===== config.mk =====
export PLATFORM = sky130hd
export DESIGN_NAME = cell_tt_sequencer
export DESIGN_NICKNAME = d
export VERILOG_FILES = /design/src/rtl/cell_tt_sequencer.sv
export SDC_FILE = /design/constraint.sdc
export NUM_CORES = 1
export LEC_CHECK = 0
export ABC_AREA = 1
export CORE_ASPECT_RATIO = 1.4
export CORE_MARGIN = 1.5
export CORE_UTILIZATION = 51
export DETAILED_ROUTE_END_ITERATION = 6
export PLACE_DENSITY = 0.83
export SETUP_SLACK_MARGIN = 0.1
export SKIP_CTS_REPAIR_TIMING = 1
export SYNTH_ARGS = -nofsm -noshare
export SYNTH_HDL_FRONTEND = slang
export SYNTH_SLANG_ARGS = --single-unit

===== constraint.sdc =====
create_clock -name CK -period 2.1 [get_ports CK]
set_input_delay 0.42 -clock CK [delete_from_list [all_inputs] [get_ports CK]]
set_output_delay 0.42 -clock CK [all_outputs]
set_load 0.03 [all_outputs]

===== src/rtl/cell_tt_sequencer.sv =====
// -----------------------------------------------------------------------------
// cell_tt_sequencer
// Walks every input pattern of a combinational cell under test. Each pattern is
// held for SETTLE cycles, then ZN is sampled once and compared against the
// expected truth table that was latched at start.
//
// Ports
//   CK        clock, rising edge
//   RN        asynchronous active-low reset
//   start     single-cycle request for one exhaustive pass (ignored unless idle)
//   tt_expect expected ZN per pattern, bit k for pattern k
//   ZN        output of the cell under test
//   A         pattern driven to the cell (bit 0 -> A1)
//   busy      high while a pass is running
//   done      one-cycle pulse at the end of a pass
//   pass      last completed pass had no mismatches
//   err_cnt   mismatch count of the current or last pass
//   fail_vec  bit k set when pattern k mismatched
// -----------------------------------------------------------------------------
module cell_tt_sequencer #(
   parameter int unsigned N_IN   = 3,
   parameter int unsigned SETTLE = 2
) (
   input  logic                     CK,
   input  logic                     RN,
   input  logic                     start,
   input  logic [(1<<N_IN)-1:0]     tt_expect,
   input  logic                     ZN,
   output logic [N_IN-1:0]          A,
   output logic                     busy,
   output logic                     done,
   output logic                     pass,
   output logic [N_IN:0]            err_cnt,
   output logic [(1<<N_IN)-1:0]     fail_vec
);

   localparam int unsigned A_W   = N_IN;
   localparam int unsigned NPAT  = 1 << N_IN;
   localparam int unsigned E_W   = N_IN + 1;
   localparam int unsigned CNT_W = 4;

   typedef enum logic [1:0] {
      ST_IDLE   = 2'd0,
      ST_SETTLE = 2'd1,
      ST_SAMPLE = 2'd2,
      ST_DONE   = 2'd3
   } state_t;

   state_t            state_q, state_d;
   logic [A_W-1:0]    a_q, a_d;
   logic [CNT_W-1:0]  cnt_q, cnt_d;
   logic [NPAT-1:0]   exp_q, exp_d;
   logic              busy_q, busy_d;
   logic              done_q, done_d;
   logic              pass_q, pass_d;
   logic [E_W-1:0]    err_q, err_d;
   logic [NPAT-1:0]   fail_q, fail_d;

   // State and output registers
   always_ff @(posedge CK or negedge RN) begin
      if (!RN) begin
         state_q <= ST_IDLE;
         a_q     <= '0;
         cnt_q   <= '0;
         exp_q   <= '0;
         busy_q  <= 1'b0;
         done_q  <= 1'b0;
         pass_q  <= 1'b0;
         err_q   <= '0;
         fail_q  <= '0;
      end else begin
         state_q <= state_d;
         a_q     <= a_d;
         cnt_q   <= cnt_d;
         exp_q   <= exp_d;
         busy_q  <= busy_d;
         done_q  <= done_d;
         pass_q  <= pass_d;
         err_q   <= err_d;
         fail_q  <= fail_d;
      end
   end

   // Next-state and output logic
   always_comb begin
      state_d = state_q;
      a_d     = a_q;
      cnt_d   = cnt_q;
      exp_d   = exp_q;
      busy_d  = busy_q;
      done_d  = 1'b0;
      pass_d  = pass_q;
      err_d   = err_q;
      fail_d  = fail_q;

      unique case (state_q)
         ST_IDLE: begin
            if (start) begin
               exp_d   = tt_expect;
               a_d     = '0;
               cnt_d   = '0;
               err_d   = '0;
               fail_d  = '0;
               pass_d  = 1'b0;
               busy_d  = 1'b1;
               state_d = ST_SETTLE;
            end
         end

         ST_SETTLE: begin
            if (cnt_q == CNT_W'(SETTLE - 1)) begin
               cnt_d   = '0;
               state_d = ST_SAMPLE;
            end else begin
               cnt_d = cnt_q + CNT_W'(1);
            end
         end

         ST_SAMPLE: begin
            // An X/Z on ZN makes the equality unknown and falls into the
            // mismatch branch.
            if (ZN == exp_q[a_q]) begin
               err_d = err_q;
            end else begin
               if (err_q != E_W'(NPAT)) begin
                  err_d = err_q + E_W'(1);
               end
               fail_d[a_q] = 1'b1;
            end

            if (a_q == {A_W{1'b1}}) begin
               // Registered done/busy/pass take effect in the DONE cycle.
               state_d = ST_DONE;
               done_d  = 1'b1;
               busy_d  = 1'b0;
               pass_d  = (err_d == '0);
            end else begin
               a_d     = a_q + A_W'(1);
               state_d = ST_SETTLE;
            end
         end

         ST_DONE: begin
            state_d = ST_IDLE;
         end

         default: begin
            state_d = ST_IDLE;
         end
      endcase
   end

   assign A        = a_q;
   assign busy     = busy_q;
   assign done     = done_q;
   assign pass     = pass_q;
   assign err_cnt  = err_q;
   assign fail_vec = fail_q;

endmodule


* After elaboration in Yosys (flattened, before gate mapping)
Cells that the tools add are included.
Storage, ports and cells: register bits after elaboration 32, latch bits 0, RAM bits 0, bits in read-only memories 0, input port bits 12, output and inout port bits 18, word-level logic and storage cells 68, memories 0
Operators by class: add/sub/neg operators 3, multipliers 0, divide/modulo/power cells 0, $lt $le $gt $ge 2, equality and inequality tests 12, shifts and indexed selects 0, mux-type cells 29, bitwise gates (word level) 1, reductions and logical operators 12
Operators by type and width (count):
- $mux W4 | 5
- $mux W8 | 2
- $pmux W4 S2 | 2
- $pmux W8 S2 | 1
- $ne A2 B2 Y1 const B | 5
- $reduce_and A3 Y1 | 3
- $add A4 B1 Y4 const B | 2
- $mux W1 | 8
- $or A8 B8 Y8 | 1
- $pmux W2 S4 | 1
- $reduce_and A2 Y1 | 4
- $mux W2 | 3
- $mux W3 | 2
- $pmux W3 S2 | 1
- $eq A2 B2 Y1 const B | 2
- $eq A4 B1 Y1 const B | 1
- $logic_not A4 Y1 | 1
- $lt A3 B4 Y1 const B | 1
- $ne A4 B4 Y1 const B | 1
- $pmux W1 S2 | 2
- $reduce_bool A2 Y1 | 2
- $add A3 B1 Y3 const B | 1
- $bmux W1 S3 | 1
- $demux W1 S3 | 1
- 6 further kinds | 6

* Logic depth before layout (Yosys ltp)
word-level depth 8, depth in mapped cells 13

* Least setup slack after synthesis
Ideal clock, no wire load.
path type register to register, start register a_q[0] (netlist: A[0]), end register fail_q[0] (netlist: fail_vec[0]), setup time 0.078 ns, arrival 1.598 ns, required time 2.022 ns, setup slack 0.424 ns, stages on the path, launching flop included 11, buffers on the path 0, cells stage by stage dfrtp_1 inv_2 nand2_1 nand2_1 nand2_1 nand2_2 o21ai_4 nand2_4 nor3_2 nand2_1 a21oi_1
Between the ends: longest elaborated chain between the ends 7, elaborated cells between the ends (all ways) 13, those cells by class 2 x order compare; 2 x eq/ne; 6 x mux; 1 x bitwise; 2 x reduce/logical
RTL lines:
- start, declared | line 50 | logic [A_W-1:0] a_q, a_d;
- start signal, assigned | line 63 | a_q <= '0;
- start signal, assigned | line 73 | a_q <= a_d;
- $lt A3 B4 Y1 (implied by the code) / $ge A3 B1 Y1 (equally long branches) | line 128 | fail_d[a_q] = 1'b1;
- $logic_and A1 B1 Y1 (implied by the code) | line 128
- $mux W1 (implied by the code) | line 128
- $demux W1 S3 | line 128
- $or A8 B8 Y8 (no line)
- $mux W8 | line 122 | if (ZN == exp_q[a_q]) begin
- $pmux W8 S2 | line 96 | unique case (state_q)
- end signal, assigned | line 80 | fail_q <= fail_d;
- end, declared | line 57 | logic [NPAT-1:0] fail_q, fail_d;
Several ways; a longest one is shown, not always the timed one. The select of a mux whose other input is x is not followed. A chain may end at the register's enable or synchronous reset.

* Worst setup path in the final report
start register err_q[0] (netlist: err_cnt[0]), end output port err_cnt[0]
RTL lines:
- start, declared | line 56 | logic [E_W-1:0] err_q, err_d;
- start signal, assigned | line 79 | err_q <= err_d;
- end, declared | line 33 | output logic [N_IN:0] err_cnt,
No word-level cell between the ends.

==> results.py <==
metrics = {
    "power": {
        "clockPowerShare": 0.187,
        "leakagePower_uw": 0.00101,
        "swShare": 0.432,
        "peakVddDrop_mv": 0.789,
        "combPwrFrac": 0.452,
        "p_seq_frac": 0.361,
        "power_density_mw_per_mm2": 1290,
        "intPower_uw": 1490,
        "netSwitchingPower_uw": 1130,
    },
    "clocking": {
        "cts.sinks": 32,
        "clk_pin_slew_ns": 0.07,
        "clk_latency_ns": 0.29,
        "htreeDepth": 2,
        "cts_buffers": 5,
        "cts-root-buf": "clkbuf_8",
        "cts_tree": "built",
        "cts_buffer_depth": 2,
    },
    "critical_path": {
        "cp_data_required_time_ns": 1.68,
        "start_kind": "flip-flop",
        "cp.arrival_ns": 1.45,
        "worstSetupPathType": "flip-flop to primary output",
        "path_delay_family": "buffers and inverters",
        "critical_path_buf_inv_count": 1,
        "critical_path.cell_chain": "clkdlybuf4s50_1",
        "cp_slowest_cell": "clkdlybuf4s50_1",
        "path_max_fanout": 6,
        "crit_path_end_kind": "primary output",
        "max_stage_delay_ns": 0.71,
    },
    "timing": {
        "grt_setup_unrepaired": "yes",
        "setup_violations": 0,
        "tightest_slew_ns": 0.399,
        "min_period_over_period": 0.890,
        "relSlewSlack": 0.734,
        "hold_violations": 0,
        "fin_tns_setup_ns": 0,
        "whs_ns": 0.469,
        "finClkSkew_ns": 0.00392,
        "fin_crit_ns": 1.87,
        "max_freq_mhz": 535,
        "slew_violations": 0,
    },
    "cells_and_area": {
        "n_fill_cell": 246,
        "diodes": 0,
        "nets": 256,
        "drive_gt1_frac": 0.0795,
        "area_growth_syn_to_layout_pct": 27.9,
        "fin_area_sq_mm": 0.00205,
    },
    "synth": {
        "syn-num-nets": 219,
        "ys_types": 18,
        "async_flop_share": 1.00,
        "synth_seq_cells": 32,
        "synth_top_cell_area_share": 0.501,
        "synth.area.top_cells": "dfrtp_1 (50%), nand2_1 (12%), inv_1 (8.7%), ha_1 (4.7%), o21ai_0 (4.7%)",
        "seq_area_frac_synth": 0.501,
        "synth-edff-count": 0,
        "synthMostInstantiatedCell": "nand2_1",
        "syn-mean-instance-area_sq_um": 7.96,
        "synthCells": 201,
        "yosysTopAreaCell": "dfrtp_1",
        "synth_ff_type": "dfrtp_1",
        "synth-warning-count": 0,
        "synthTopCellsByCount": "nand2_1 (53), inv_1 (37), dfrtp_1 (32)",
        "syn_area_sq_mm": 0.00160,
    },
    "die": {
        "io_pins": 30,
        "die_h_um": 69.3,
        "start_util": 0.545,
        "design.core.area_sq_mm": 0.00294,
        "die_x_um": 50.3,
        "num_rows": 23,
        "dieArea_sq_mm": 0.00349,
    },
    "grt": {
        "overflow": 0,
        "grt_pass1_wl_mm": 5.56,
        "antenna_found_initial": 0,
        "grt_max_degree": 33,
        "track_usage": 0.212,
        "grt_pass1_vias": 1303,
    },
    "drt": {
        "drc": 0,
        "drt_iter0_drc": 31,
        "detail_route.first_pass.iterations": 4,
        "viasPerCell": 4.88,
        "vias": 1348,
        "wl_per_cell_um": 11.3,
        "ant_nets": 0,
        "drt_wl_total_mm": 3.12,
    },
    "flow_run": {
        "cap_violations": 0,
    },
    "place": {
        "gp_congestion": 0.842,
        "numPortBuffers": 29,
        "dp_hpwl_mm": 2.31,
        "place_area_sq_mm": 0.00195,
    },
    "status": {
        "run_status": "completed",
    },
    "worst_hold_path": {
        "min_path_type": "flip-flop to flip-flop",
    },
}
[layout make-up]
class                           count  area [sq um]  area share
Clock inverter                      2          10.0     0.00489
Tap cell                           37          46.3      0.0226
Sequential cell                    32           801       0.391
Multi-Input combinational cell    129           648       0.317
Inverter                           38           143      0.0697
Clock buffer                        6          82.6      0.0404
Timing Repair Buffer               32           315       0.154
[state kept, by name, indices dropped and copies added, names as in the netlist, 2 cells and up]
| register | cells |
|---|---|
| A | 3 |
| state_q | 2 |
| exp_q | 8 |
| fail_vec | 8 |
| cnt_q | 4 |
| err_cnt | 4 |
[through the flow]
step	util	instances	worst slack [ns]	total power, uW
6_report	0.697	276	0.232	2630
5_1_grt	0.697	276	0.0956	2850
4_1_cts	0.696	276	0.132	2640
3_5_place_dp	0.665	268	0.349	2150
3_3_place_gp	0.665	268	0.372	2100
2_1_floorplan	-	201	0.424	1760
[final timing paths]
| check | from | to | slack [ns] | depth (start not counted) |
|---|---|---|---|---|
| max reg2reg | A[2]$_DFFE_PN0P_ | fail_vec[0]$_DFFE_PN0P_ | 0.32 | 10 |
| max | err_cnt[0]$_DFFE_PN0P_ | err_cnt[0] | 0.23 | 1 |
| min | busy$_DFFE_PN0P_ | busy$_DFFE_PN0P_ | 0.47 | 2 |
| max in group asynchronous | RN | cnt_q[0]$_DFFE_PN0P_ | 1.28 | 2 |
| min in group asynchronous | RN | A[1]$_DFFE_PN0P_ | 0.53 | 2 |
| min reg2reg | busy$_DFFE_PN0P_ | busy$_DFFE_PN0P_ | 0.47 | 2 |
[layer usage]
metal  vias up  wire length [um]  track usage
li1        694                 -            -
met2        28              1600        0.344
met4         0                73        0.108
met5         -                 0            0
met3         8               123       0.0711
met1       618              1330        0.245
[cell families after synthesis]
family | share of synthesized area
compound gates | 0.0955
xor+xnor | 0.0164
fa+ha+maj | 0.0469
buf+inv | 0.0939
flops | 0.501
simple gates | 0.246
[power by group through the flow]
stage               Combinational (uW)  Clock (uW)  Sequential (uW)
finish                            1190         492              948
global route                      1350         536              968
CTS                               1200         498              949
detailed placement                1190           0              960
global placement                  1150           0              949
floorplan                          688           0             1070
[cells in the final DEF, fill, tap and decap left out, types with 2 or more instances in the layout]
cell type	n
nand2_1	53
nor2_1	18
nand3_1	13
o21ai_0	15
inv_1	37
a21oi_1	11
nand2_2	3
clkinv_2	2
dfrtp_1	32
ha_1	6
nor3_2	2
clkbuf_8	6
buf_4	3
xor2_1	3
clkdlybuf4s50_1	28
(Power assumes the default switching activity.)
